--- src/rtl/inst_fetch_arbiter_if.sv ---
// Decode-side instruction handshake between the fetch arbiter and decode.
// The arbiter presents the queue head; decode accepts it with inst_ready.
interface inst_fetch_arbiter_if;
  logic        inst_valid;
  logic [31:0] inst_data;
  logic [15:0] inst_pc;
  logic        inst_ready;

  modport master (
    output inst_valid,
    output inst_data,
    output inst_pc,
    input  inst_ready
  );

  modport slave (
    input  inst_valid,
    input  inst_data,
    input  inst_pc,
    output inst_ready
  );
endinterface

--- src/rtl/inst_fetch_arbiter.sv ---
// Instruction fetch arbiter: owns the combinational ROM address port, keeps
// the fetch PC, buffers fetched words for decode and shares the ROM with a
// debug readback port that has a bounded-wait guard against fetch starvation.
module inst_fetch_arbiter #(
  parameter int unsigned DEPTH        = 2,
  parameter int unsigned DBG_MAX_WAIT = 4
) (
  input  logic                 clock,
  input  logic                 reset_n,
  output logic [15:0]          rom_address,
  input  logic [31:0]          rom_data,
  input  logic                 halt,
  input  logic                 redirect,
  input  logic [15:0]          redirect_address,
  inst_fetch_arbiter_if.master dec,
  input  logic                 dbg_req,
  input  logic [15:0]          dbg_address,
  output logic                 dbg_valid,
  output logic [31:0]          dbg_data
);

  localparam int unsigned PW = $clog2(DEPTH);
  localparam int unsigned CW = $clog2(DEPTH) + 1;
  localparam int unsigned WW = $clog2(DBG_MAX_WAIT + 1);

  logic [31:0]   q_data [DEPTH];
  logic [15:0]   q_pc   [DEPTH];
  logic [PW-1:0] rd_ptr, wr_ptr, rd_next;
  logic [CW-1:0] count, count_next;
  logic [15:0]   fetch_pc;
  logic [WW-1:0] dbg_wait;

  logic        pop, fetch_ok, dbg_eligible, dbg_grant, do_fetch;
  logic [31:0] head_data;
  logic [15:0] head_pc;

  // Arbitration between fetch and debug, and the next queue head.
  // count includes the entry currently presented on inst_data/inst_pc, so the
  // registered head is rebuilt from the post-update read pointer; when the
  // entry being written lands on that slot it bypasses the storage array.
  always_comb begin
    pop          = dec.inst_valid & dec.inst_ready;
    fetch_ok     = !halt & !redirect & ((count < CW'(DEPTH)) | pop);
    dbg_eligible = dbg_req & !dbg_valid;
    dbg_grant    = dbg_eligible & (!fetch_ok | (dbg_wait == WW'(DBG_MAX_WAIT)));
    do_fetch     = fetch_ok & !dbg_grant;
    rom_address  = dbg_grant ? dbg_address : fetch_pc;
    rd_next      = pop ? rd_ptr + PW'(1) : rd_ptr;
    count_next   = count + CW'(do_fetch) - CW'(pop);
    if (do_fetch && (wr_ptr == rd_next)) begin
      head_data = rom_data;
      head_pc   = fetch_pc;
    end else begin
      head_data = q_data[rd_next];
      head_pc   = q_pc[rd_next];
    end
  end

  // Queue storage; contents are don't-care until counted valid.
  always_ff @(posedge clock) begin
    if (do_fetch) begin
      q_data[wr_ptr] <= rom_data;
      q_pc[wr_ptr]   <= fetch_pc;
    end
  end

  // Fetch PC, queue pointers and registered head; redirect flushes everything.
  always_ff @(posedge clock or negedge reset_n) begin
    if (!reset_n) begin
      fetch_pc       <= '0;
      rd_ptr         <= '0;
      wr_ptr         <= '0;
      count          <= '0;
      dec.inst_valid <= 1'b0;
      dec.inst_data  <= '0;
      dec.inst_pc    <= '0;
    end else if (redirect) begin
      fetch_pc       <= redirect_address;
      rd_ptr         <= '0;
      wr_ptr         <= '0;
      count          <= '0;
      dec.inst_valid <= 1'b0;
    end else begin
      rd_ptr         <= rd_next;
      count          <= count_next;
      dec.inst_valid <= (count_next != '0);
      if (do_fetch) begin
        wr_ptr   <= wr_ptr + PW'(1);
        fetch_pc <= fetch_pc + 16'd1;
      end
      if (count_next != '0) begin
        dec.inst_data <= head_data;
        dec.inst_pc   <= head_pc;
      end
    end
  end

  // Debug capture, one-cycle valid pulse and saturating deferral counter.
  always_ff @(posedge clock or negedge reset_n) begin
    if (!reset_n) begin
      dbg_valid <= 1'b0;
      dbg_data  <= '0;
      dbg_wait  <= '0;
    end else begin
      dbg_valid <= dbg_grant;
      if (dbg_grant) begin
        dbg_data <= rom_data;
        dbg_wait <= '0;
      end else if (dbg_eligible) begin
        if (dbg_wait != WW'(DBG_MAX_WAIT)) begin
          dbg_wait <= dbg_wait + WW'(1);
        end
      end else begin
        dbg_wait <= '0;
      end
    end
  end

endmodule

--- src/flat_wrapper.sv ---
// flat-port wrapper written by rule: the top's interface ports become plain ports
module inst_fetch_arbiter_flat 
#(
  parameter int unsigned DEPTH        = 2,
  parameter int unsigned DBG_MAX_WAIT = 4
)
  (clock, reset_n, rom_address, rom_data, halt, redirect, redirect_address, dbg_req, dbg_address, dbg_valid, dbg_data, dec_inst_valid, dec_inst_data, dec_inst_pc, dec_inst_ready);
  inst_fetch_arbiter_if dec_i ();
  input  logic clock;
  input  logic reset_n;
  output logic [15:0] rom_address;
  input  logic [31:0] rom_data;
  input  logic halt;
  input  logic redirect;
  input  logic [15:0] redirect_address;
  input  logic dbg_req;
  input  logic [15:0] dbg_address;
  output logic dbg_valid;
  output logic [31:0] dbg_data;
  output wire logic [$bits(dec_i.inst_valid)-1:0] dec_inst_valid;
  output wire logic [$bits(dec_i.inst_data)-1:0] dec_inst_data;
  output wire logic [$bits(dec_i.inst_pc)-1:0] dec_inst_pc;
  input wire logic [$bits(dec_i.inst_ready)-1:0] dec_inst_ready;
  assign dec_inst_valid = dec_i.inst_valid;
  assign dec_inst_data = dec_i.inst_data;
  assign dec_inst_pc = dec_i.inst_pc;
  assign dec_i.inst_ready = dec_inst_ready;
  inst_fetch_arbiter #(.DEPTH(DEPTH), .DBG_MAX_WAIT(DBG_MAX_WAIT)) u_core (.clock(clock), .reset_n(reset_n), .rom_address(rom_address), .rom_data(rom_data), .halt(halt), .redirect(redirect), .redirect_address(redirect_address), .dec(dec_i), .dbg_req(dbg_req), .dbg_address(dbg_address), .dbg_valid(dbg_valid), .dbg_data(dbg_data));
endmodule
--- config.mk ---
export PLATFORM = sky130hd
export DESIGN_NAME = inst_fetch_arbiter_flat
export DESIGN_NICKNAME = d
export VERILOG_FILES = /design/src/rtl/inst_fetch_arbiter_if.sv /design/src/rtl/inst_fetch_arbiter.sv /design/src/flat_wrapper.sv
export SDC_FILE = /design/constraint.sdc
export NUM_CORES = 1
export LEC_CHECK = 0
export CAP_MARGIN = 20
export CORE_MARGIN = 10
export CORE_UTILIZATION = 25
export DETAILED_ROUTE_END_ITERATION = 6
export HOLD_SLACK_MARGIN = 0.15
export PLACE_DENSITY = 0.47
export SLEW_MARGIN = 10
export SYNTH_ARGS = -nofsm -noshare
export SYNTH_HDL_FRONTEND = slang
export SYNTH_SLANG_ARGS = --single-unit
--- constraint.sdc ---
create_clock -name clock -period 3.4 [get_ports clock]
set_input_delay 0.68 -clock clock [delete_from_list [all_inputs] [get_ports clock]]
set_output_delay 0.68 -clock clock [all_outputs]
set_load 0.05 [all_outputs]
# Word level (Yosys, flattened, before mapping)
# Memories as Yosys holds them, arrays and structs flattened. A register that Yosys moved wholly into a read port is not among the register bits.
# Cells that the tools add are included.
# Widths: inputs -> output; s select.
[totals]
regBits = 57
ram_bits = 96
input_bits = 70
out_inout_bits = 98
wordCells = 53
mem_count = 2
[op_classes]
n_addsub = 6
n_lt_le_gt_ge = 1
eq_ne = 3
mux = 14
bitwise = 9
reduce_logical = 10
[memory_table]
columns = ["memory", "words", "word_bits", "read_ports", "rd_clocked_by_memory_dff", "wr", "line", "text"]
rows = [
  ["u_core.q_data", 2, 32, 1, 1, 1, "inst_fetch_arbiter.sv:26", "logic [31:0] q_data [DEPTH];"],
  ["u_core.q_pc", 2, 16, 1, 1, 1, "inst_fetch_arbiter.sv:27", "logic [15:0] q_pc [DEPTH];"],
]
[ops]
columns = ["cell", "n"]
rows = [
  ["$mux 16", 3],
  ["$add 16x1->16 const B", 1],
  ["$mux 3", 3],
  ["$logic_not 1->1", 7],
  ["$mux 1", 7],
  ["$and 1x1->1", 6],
  ["$ne 3x3->1 const B", 2],
  ["$reduce_bool 2->1", 2],
  ["$add 3x1->3 const B", 1],
  ["$eq 3x3->1 const B", 1],
  ["$add 1x1->1 const B", 2],
  ["$add 2x1->2", 1],
  ["$lt 2x2->1 const B", 1],
  ["$mux 2", 1],
  ["$or 1x1->1", 2],
  ["$reduce_and 2->1", 1],
  ["$sub 2x1->2", 1],
  ["$not 1->1", 1],
]

# Logic depth before layout (Yosys ltp)
# Gate-level depths: netlist (run 1).
[logic_depth]
ltp_word = 12
depth_mapped = 14
depth_no_buf = 10

# Worst setup path before layout (run 1)
# OpenSTA, ideal clock, no wires.
[synth_path]
path_type = "register to register"
startpoint = "register u_core.dec.inst_valid"
endpoint = "memory u_core.q_data[0][0] (enable)"
setup_time_ps = 454
t_arrival_ps = 3450
required_ps = 2946
path_slack_ps = -504
path_stages_with_launch = 6
path_buffers = 2
synth_period_minus_slack_ps = 3904
path_cell_list = "dfrtp_1 > a21bo_2 > nand3_2 > buf_2 > buf_1 > nor2_1"
[synth_between]
elab_chain_len = 10
[synth_rtl]
columns = ["item", "line", "text"]
rows = [
  ["start, declared", "inst_fetch_arbiter_if.sv:10", "output inst_valid,"],
  ["start signal, assigned", "inst_fetch_arbiter.sv:86", "dec.inst_valid <= (count_next != '0);"],
  ["$and 1x1->1 (*)", "inst_fetch_arbiter.sv:42", "pop = dec.inst_valid & dec.inst_ready;"],
  ["$or 1x1->1 (*)", "inst_fetch_arbiter.sv:43", "fetch_ok = !halt & !redirect & ((count < CW'(DEPTH)) | pop);"],
  ["$and 1x1->1 (*)", "inst_fetch_arbiter.sv:43", ""],
  ["$logic_not 1->1", "inst_fetch_arbiter.sv:45", "dbg_grant = dbg_eligible & (!fetch_ok | (dbg_wait == WW'(DBG_MAX_WAIT)));"],
  ["$or 1x1->1", "inst_fetch_arbiter.sv:45", ""],
  ["$and 1x1->1", "inst_fetch_arbiter.sv:45", ""],
  ["$logic_not 1->1", "inst_fetch_arbiter.sv:46", "do_fetch = fetch_ok & !dbg_grant;"],
  ["$and 1x1->1 (*)", "inst_fetch_arbiter.sv:46", ""],
  ["$mux 1 (*)", "inst_fetch_arbiter.sv:61", "if (do_fetch) begin"],
  ["$mux 1 (implied by the code) (*)", "inst_fetch_arbiter.sv:62", "q_data[wr_ptr] <= rom_data;"],
  ["end, declared", "inst_fetch_arbiter.sv:26", ""],
]
# Mark *: on every way between the ends. The rest lies on a longest branch, timed or not.

# Worst setup path after layout (run 1)
[layout_path]
startpoint = "input dec_inst_ready"
endpoint = "output rom_address[15]"
[layout_between]
elab_chain_len = 7
[layout_rtl]
columns = ["item", "line", "text"]
rows = [
  ["start, declared", "flat_wrapper.sv:23", "input wire logic [$bits(dec_i.inst_ready)-1:0] dec_inst_ready;"],
  ["$and 1x1->1", "inst_fetch_arbiter.sv:42", ""],
  ["$or 1x1->1", "inst_fetch_arbiter.sv:43", ""],
  ["$and 1x1->1", "inst_fetch_arbiter.sv:43", ""],
  ["$logic_not 1->1", "inst_fetch_arbiter.sv:45", ""],
  ["$or 1x1->1", "inst_fetch_arbiter.sv:45", ""],
  ["$and 1x1->1", "inst_fetch_arbiter.sv:45", ""],
  ["$mux 16", "inst_fetch_arbiter.sv:47", "rom_address = dbg_grant ? dbg_address : fetch_pc;"],
  ["end, declared", "flat_wrapper.sv:11", "output logic [15:0] rom_address;"],
]
# No other way between the ends.

==> insert_results.sql, run 1 <==
INSERT INTO impl_metrics (metric_group, metric, value, unit) VALUES
('pwr', 'seqPwrFrac', '31.5', '%'),
('yosys', 'biggest_area_contributors_in_the_synthesized_netlist', 'edfxtp_1 32%, dfrtp_1 30%, mux2_2 6.0%', ''),
('setup_path', 'worstPathCellList', 'clkdlybuf4s50_1, a21bo_2, and2_1, a21oi_4, buf_4, mux2_2, buf_4', ''),
('timing', 'number_of_endpoints_with_negative_hold_slack_in_the_final_report', '0', ''),
('timing', 'rsz0062_at_grt', 'false', ''),
('final_layout', 'nFillCells', '3432', ''),
('route', 'met3_wirelength', '1.36', 'mm'),
('clock_network', 'cts.clk_slew.worst_paths', '60', 'ps'),
('setup_path', 'timing.critical_path.required', '2720', 'ps'),
('clock_network', 'h-tree-depth', '1', ''),
('placement', 'place.gp.congestion', '0.736', ''),
('timing', 'final.hold.worst_slack', '191', 'ps'),
('setup_path', 'critPathBufInv', '3', ''),
('global_routing', 'grt_pass1_wl', '42.2', 'mm'),
('global_routing', 'vias_in_the_first_global_route', '6558', ''),
('pwr', 'worst_vdd_ir', '0.000388', 'V'),
('final_layout', 'final_util', '34.3', '%'),
('route', 'met2_length', '12.6', 'mm'),
('route', 'ant_nets', '0', ''),
('setup_path', 'startpoint_type', 'input port', ''),
('route', 'drt-wirelength-per-cell', '20.7', 'um'),
('pwr', 'internal_dissipation', '6.39', 'mW'),
('die', 'die-area', '43500', 'sq um'),
('yosys', 'post_synth_instance_area', '8880', 'sq um'),
('clock_network', 'clock-sinks', '201', ''),
('yosys', 'synth_mux_area_share', '6.68', '%'),
('yosys', 'post_synth_fa_ha_maj_area_fraction', '0.704', '%'),
('timing', 'fin_crit_sh', '93.3', '%'),
('timing', 'clock_skew', '15.8', 'ps'),
('die', 'floorplan.initialDensity', '25.5', '%'),
('route', 'detail_route.drc_violations', '0', ''),
('clock_network', 'clock_tree_from_tritoncts', 'yes', ''),
('worst_hold_path', 'holdCritPathClass', 'in -> async', ''),
('final_layout', 'post_route_cells_drive_above_1_share', '21.3', '%'),
('final_layout', 'insertedDiodeCount', '0', ''),
('yosys', 'synth_edf_count', '96', ''),
('timing', 'fmax', '0.315', 'GHz'),
('yosys', 'synth_simple_gate_area_share', '12.3', '%'),
('pwr', 'power.share.switching', '41.0', '%'),
('route', 'highest_metal_layer_with_signal_wires', 'met4', ''),
('die', 'io-pin-count', '168', ''),
('setup_path', 'critical_path_arrival', '2490', 'ps'),
('setup_path', 'worst_setup_path_end_kind', 'output port', ''),
('timing', 'setup-violations-final', '0', ''),
('setup_path', 'worst_path_max_delay_cell', 'clkdlybuf4s50_1', ''),
('die', 'die_h', '209', 'um'),
('run_status', 'status', 'finished, final reports clean', ''),
('yosys', 'part_of_the_yosys_area_used_for_sequential_elements', '62.0', '%'),
('route', 'avgViaCountPerCell', '4.71', ''),
('yosys', 'dominant_combinational_cell_family_by_area_after_synthesis', 'compound AO/OA/AOI/OAI gates', ''),
('clock_network', 'postCtsSetupBuffers', '0', ''),
('route', 'wl_met1', '12.8', 'mm'),
('timing', 'worst_pin_slew', '678', 'ps'),
('placement', 'port_buffers', '167', ''),
('global_routing', 'grt_start_max_net_pins', '60', ''),
('global_routing', 'antenna_found_initial', '0', ''),
('yosys', 'yosys_most_used_dff', 'dfrtp_1', ''),
('final_layout', 'syn2layout_area_growth', '34.2', '%'),
('pwr', 'p_switching', '4.44', 'mW'),
('timing', 'final_period_minus_worst_setup_slack', '3170', 'ps'),
('global_routing', 'grt.total_usage', '12.1', '%'),
('clock_network', 'cts_buffers', '25', ''),
('setup_path', 'cp_top_family', 'buffers and inverters', ''),
('pwr', 'pwr-share-comb', '43.8', '%'),
('yosys', 'synth.distinct_cells', '50', ''),
('yosys', 'yosysWarningCount', '0', ''),
('timing', 'drv_slew', '0', ''),
('route', 'drt_wl_total', '27.1', 'mm'),
('setup_path', 'highest_cell_delay_on_the_worst_timing_path', '480', 'ps'),
('pwr', 'power_per_cell_area', '908', 'nW/um^2'),
('pwr', 'power_frac_clock', '24.7', '%');
## cells by family after synthesis
logic type / Yosys count
AO/OA/AOI/OAI: 125
buffers and inverters: 69
adder cells (fa/ha/maj): 5
multiplexers: 53
XOR/XNOR: 7
flip-flops: 201
AND/OR/NAND/NOR: 212
## power by group through the flow
stage,Combinational [mW],Clock [mW],Sequential (mW)
5_1_grt,5.07,2.88,3.49
3_5_place_dp,4.83,0,3.47
4_1_cts,4.84,2.77,3.43
3_3_place_gp,4.82,0,3.46
6_report,4.74,2.67,3.42
2_1_floorplan,1.89,0,4.73
## cell type report
| cell class | instances | area, sq um | share of cell area (%) |
|---|---|---|---|
| Clock buffer | 37 | 711 | 5.96 |
| Inverter | 11 | 42.5 | 0.357 |
| Timing Repair Buffer | 195 | 1860 | 15.6 |
| Sequential cell | 201 | 5510 | 46.2 |
| Tap cell | 455 | 569 | 4.77 |
| Clock inverter | 8 | 115 | 0.965 |
| Multi-Input combinational cell | 402 | 3110 | 26.1 |
## layout by cell type (no fill, tap or decap), drive strengths merged, types with 5 or more instances in the layout
master,synthesis,layout
a31oi,6,6
a221oi,48,48
o31ai,51,51
nor3,52,52
buf,30,45
clkinv,1,7
ha,5,5
clkdlybuf4s50,0,150
inv,10,9
and3,51,51
nor2,13,13
nand2,62,62
o21ai,8,8
mux2,50,50
clkbuf,28,37
dfrtp,105,105
edfxtp,96,96
nand3,8,8
## metrics by stage
stage | cell area [sq um] | std cells | setup WS (ps)
after global placement | 11100 | 1264 | 276
after floorplan | 8890 | 672 | 297
after global routing | 11900 | 1309 | 161
final | 11900 | 1309 | 227
after detailed placement | 11100 | 1264 | 236
after CTS | 11900 | 1309 | 230
## worst paths after layout
| kind | cells after the start | endpoint | from | slack, ps |
|---|---|---|---|---|
| min in group clock | 1 | u_core.dbg_wait[0] | u_core.dbg_wait[0] | 460 |
| worst max-delay path | 7 | rom_address[15] | dec_inst_ready | 230 |
| worst min register to register | 1 | u_core.dbg_wait[0] | u_core.dbg_wait[0] | 460 |
| worst min-delay path | 1 | u_core.dbg_data[25] | reset_n | 190 |
| worst max register to register | 10 | u_core.dec.inst_data[9] | u_core.dbg_wait[0] | 1040 |
| max in group asynchronous | 2 | u_core.dec.inst_data[18] | reset_n | 2440 |
## synth_stat cells, types with 5 or more instances
master    number
dfrtp_1      105
o31ai_2       20
o21ai_0        7
buf_2         17
ha_1           5
o31ai_1       31
a31oi_1        6
nand2_1       62
a221oi_2      20
inv_1          9
nor3_1        52
nor2_1        13
a221oi_1      28
and3_1        51
mux2_2        47
buf_4         10
edfxtp_1      96
clkbuf_1      28
nand3_1        7
## registers in the layout, indices dropped and copies added, names as in the netlist
signal	count
u_core.count	2
u_core.dbg_data	32
u_core.dbg_valid	1
u_core.dbg_wait	3
u_core.dec.inst_data	32
u_core.dec.inst_pc	16
u_core.dec.inst_valid	1
u_core.fetch_pc	16
u_core.q_data	64
u_core.q_pc	32
u_core.rd_ptr	1
u_core.wr_ptr	1
## worst reg2reg max path: stages (launching register included)
cell,delay [ps]
dfrtp_1,400
inv_1,70
ha_1,170
nand4b_1,180
nand3_4,150
clkinv_2,80
ha_1,200
xor3_1,230
o21ai_4,190
buf_4,400
o31ai_1,160
## per-layer routing
metal | vias to the layer above | GRT usage [%]
met2 | 150 | 19.8
met1 | 3081 | 16.2
met3 | 26 | 2.61
met5 | - | 0
li1 | 2914 | -
met4 | 0 | 2.47
No activity file was read; power rests on OpenSTA's default activity.
==> run 2: changes to the inputs <==
--- a/config.mk
+++ b/config.mk
@@ -5,12 +5,11 @@
 export SDC_FILE = /design/constraint.sdc
 export NUM_CORES = 1
 export LEC_CHECK = 0
-export CAP_MARGIN = 20
 export CORE_MARGIN = 10
-export CORE_UTILIZATION = 25
+export CORE_UTILIZATION = 47
 export DETAILED_ROUTE_END_ITERATION = 6
 export HOLD_SLACK_MARGIN = 0.15
-export PLACE_DENSITY = 0.47
+export PLACE_DENSITY = 0.77
 export SLEW_MARGIN = 10
 export SYNTH_ARGS = -nofsm -noshare
 export SYNTH_HDL_FRONTEND = slang
==> insert_results.sql, run 2 (same netlist as run 1, synthesis figures left out) <==
INSERT INTO impl_metrics (metric_group, metric, value, unit) VALUES
('pwr', 'internal_dissipation', '6.35', 'mW'),
('clock_network', 'cts_resized', '0', ''),
('clock_network', 'postCtsSetupBuffers', '0', ''),
('route', 'ant_nets', '0', ''),
('final_layout', 'post_layout_nonfiller_instances', '1082', ''),
('pwr', 'p_switching', '4.27', 'mW'),
('clock_network', 'clock_tree_from_tritoncts', 'yes', ''),
('timing', 'drv_slew', '0', ''),
('die', 'core', '18600', 'sq um'),
('final_layout', 'registers.top_by_ff_count', 'u_core.q_data', ''),
('clock_network', 'clock_root_buffer', 'clkbuf_16', ''),
('route', 'drt-wirelength-per-cell', '20.9', 'um'),
('final_layout', 'syn2layout_area_growth', '30.5', '%'),
('final_layout', 'final_net_count', '907', ''),
('clock_network', 'cts.clk_slew.worst_paths', '60', 'ps'),
('clock_network', 'h-tree-depth', '1', ''),
('pwr', 'power_per_cell_area', '917', 'nW/um^2'),
('final_layout', 'largest_register_ff_count', '64', ''),
('setup_path', 'timing.rr.end', 'u_core.dec.inst_data[6]', ''),
('timing', 'final_period_minus_worst_setup_slack', '3150', 'ps'),
('route', 'detail_route.drc_violations', '0', ''),
('die', 'die-area', '24800', 'sq um'),
('clock_network', 'cts_buffers', '22', ''),
('timing', 'worst_pin_slew', '754', 'ps'),
('final_layout', 'insertedDiodeCount', '0', ''),
('global_routing', 'antenna_found_initial', '0', ''),
('pwr', 'total_power', '10.6', 'mW'),
('die', 'fp-row-count', '50', ''),
('timing', 'clock_skew', '6.61', 'ps'),
('placement', 'port_buffers', '167', ''),
('final_layout', 'final_common_cell', 'clkdlybuf4s50_1', ''),
('setup_path', 'critical_path_arrival', '2470', 'ps'),
('timing', 'fin_tns_setup', '0', 'ps'),
('setup_path', 'setup.worst_path.class', 'in -> out', ''),
('clock_network', 'cts-root-to-sink-buffers', '3', ''),
('placement', 'detailed_place_hpwl', '14.8', 'mm'),
('setup_path', 'startpoint_type', 'input port', ''),
('clock_network', 'postCtsHoldBufs', '0', ''),
('setup_path', 'cp_common_cell', 'buf_4', ''),
('timing', 'fin_crit_sh', '92.6', '%'),
('clock_network', 'clock-sinks', '201', ''),
('timing', 'fmax', '0.318', 'GHz'),
('clock_network', 'worst_skew_pair.late_latency', '490', 'ps'),
('route', 'drt_wl_total', '22.6', 'mm'),
('pwr', 'power_frac_clock', '24.2', '%'),
('placement', 'placed_cell_area', '10800', 'sq um'),
('setup_path', 'timing.critical_path.required', '2720', 'ps'),
('global_routing', 'grt_start_max_net_pins', '98', ''),
('placement', 'place.gp.congestion', '0.770', ''),
('placement', 'placedCellCount', '1042', ''),
('route', 'route.vias.total', '6191', ''),
('pwr', 'pwr-share-comb', '44.0', '%'),
('setup_path', 'highest_cell_delay_on_the_worst_timing_path', '460', 'ps'),
('setup_path', 'worstPathCellList', 'clkdlybuf4s50_1, a21bo_2, and2_1, a21oi_4, buf_4, mux2_2, buf_4', ''),
('job', 'max-cap-violations', '0', ''),
('setup_path', 'maximum_fanout_count_along_the_critical_path', '12', ''),
('global_routing', 'global_route.overflow_total', '0', ''),
('global_routing', 'vias_in_the_first_global_route', '6404', ''),
('die', 'die_h', '157', 'um'),
('setup_path', 'setup.reg_to_reg.worst_slack', '1060', 'ps'),
('final_layout', 'stdcell_area', '11600', 'sq um'),
('final_layout', 'post_route_cells_drive_above_1_share', '21.1', '%'),
('setup_path', 'reg2regPathDepth', '9', ''),
('timing', 'setup-violations-final', '0', ''),
('pwr', 'power.share.switching', '40.2', '%'),
('die', 'floorplan.die.width', '157', 'um'),
('route', 'avgViaCountPerCell', '5.72', ''),
('timing', 'timing.slew.headroom', '49.8', '%'),
('pwr', 'worst_vdd_ir', '0.000523', 'V'),
('timing', 'rsz0062_at_grt', 'false', ''),
('setup_path', 'r2r_start', 'u_core.dbg_wait[0]', ''),
('die', 'io-pin-count', '168', ''),
('die', 'floorplan.initialDensity', '47.7', '%'),
('worst_hold_path', 'holdCritPathClass', 'in -> async', ''),
('route', 'drt_first_iter_violations', '347', ''),
('route', 'detail_route.first_pass.iterations', '4', ''),
('setup_path', 'worst_setup_path_end_kind', 'output port', ''),
('run_status', 'status', 'finished, final reports clean', ''),
('setup_path', 'worst_path_max_delay_cell', 'clkdlybuf4s50_1', ''),
('global_routing', 'grt_pass1_wl', '35.9', 'mm'),
('pwr', 'power_leakage', '4.47', 'nW'),
('pwr', 'seqPwrFrac', '31.8', '%'),
('timing', 'number_of_endpoints_with_negative_hold_slack_in_the_final_report', '0', ''),
('final_layout', 'top_library_cells_by_usage_in_the_layout_fill_and_taps_aside', '150 x clkdlybuf4s50_1, 105 x dfrtp_1, 96 x edfxtp_1', ''),
('global_routing', 'grt.total_usage', '18.1', '%');
run 2: changes by cell type in the layout (fill, tap and decap cells not counted), sizes merged:
cell,before,now
clkbuf,37,30
buf,45,44
bufinv,3,4
inv,9,10
run 2: power by group through the flow:
| stage | sequential (mW) | combinational [mW] | clock, mW |
|---|---|---|---|
| 5_1_grt | 3.44 | 4.97 | 2.73 |
| 2_1_floorplan | 4.73 | 1.89 | 0 |
| 3_5_place_dp | 3.43 | 4.72 | 0 |
| 6_report | 3.38 | 4.67 | 2.57 |
| 4_1_cts | 3.38 | 4.74 | 2.62 |
| 3_3_place_gp | 3.41 | 4.66 | 0 |
run 2: per-stage QoR:
step | hold slack, ps | util [%] | worst slack, ps
CTS | 177 | 62.2 | 253
global placement | 449 | 57.9 | 298
global route | 189 | 62.2 | 182
detailed placement | 454 | 57.9 | 265
floorplan | 384 | - | 297
finish | 163 | 62.2 | 252
run 2: worst max-delay path by stage:
| stage | to | from | cells past startpoint |
|---|---|---|---|
| 3_5_place_dp | rom_address[4] | dec_inst_ready | 7 |
| 2_1_floorplan | u_core.q_data[0][0] | u_core.dec.inst_valid | 5 |
| 3_3_place_gp | rom_address[1] | dec_inst_ready | 7 |
| 6_report | rom_address[4] | dec_inst_ready | 7 |
| 5_1_grt | rom_address[2] | dec_inst_ready | 7 |
| 4_1_cts | rom_address[4] | dec_inst_ready | 7 |
run 2: worst max-delay path, delay by kind of cell:
kind,cells,cell delay (ps)
and+or+nand+nor,1,180
muxes,1,350
AOI/OAI and AO/OA,2,380
buffers and inverters,3,860
run 2: area by class of cell:
class,count,area [sq um]
Timing Repair Buffer,194,1840
Multi-Input combinational cell,402,3100
Sequential cell,201,5510
Fill cell,1448,7050
Clock buffer,30,652
Tap cell,234,293
Clock inverter,10,150
Inverter,11,41.3
run 2: layer usage:
layer | vias up | routed length, um | global-route usage, %
met5 | - | 0 | 0
met4 | 0 | 383 | 4.59
met3 | 26 | 1480 | 3.71
met2 | 181 | 11100 | 30.7
met1 | 3087 | 9660 | 23.1
li1 | 2897 | - | -
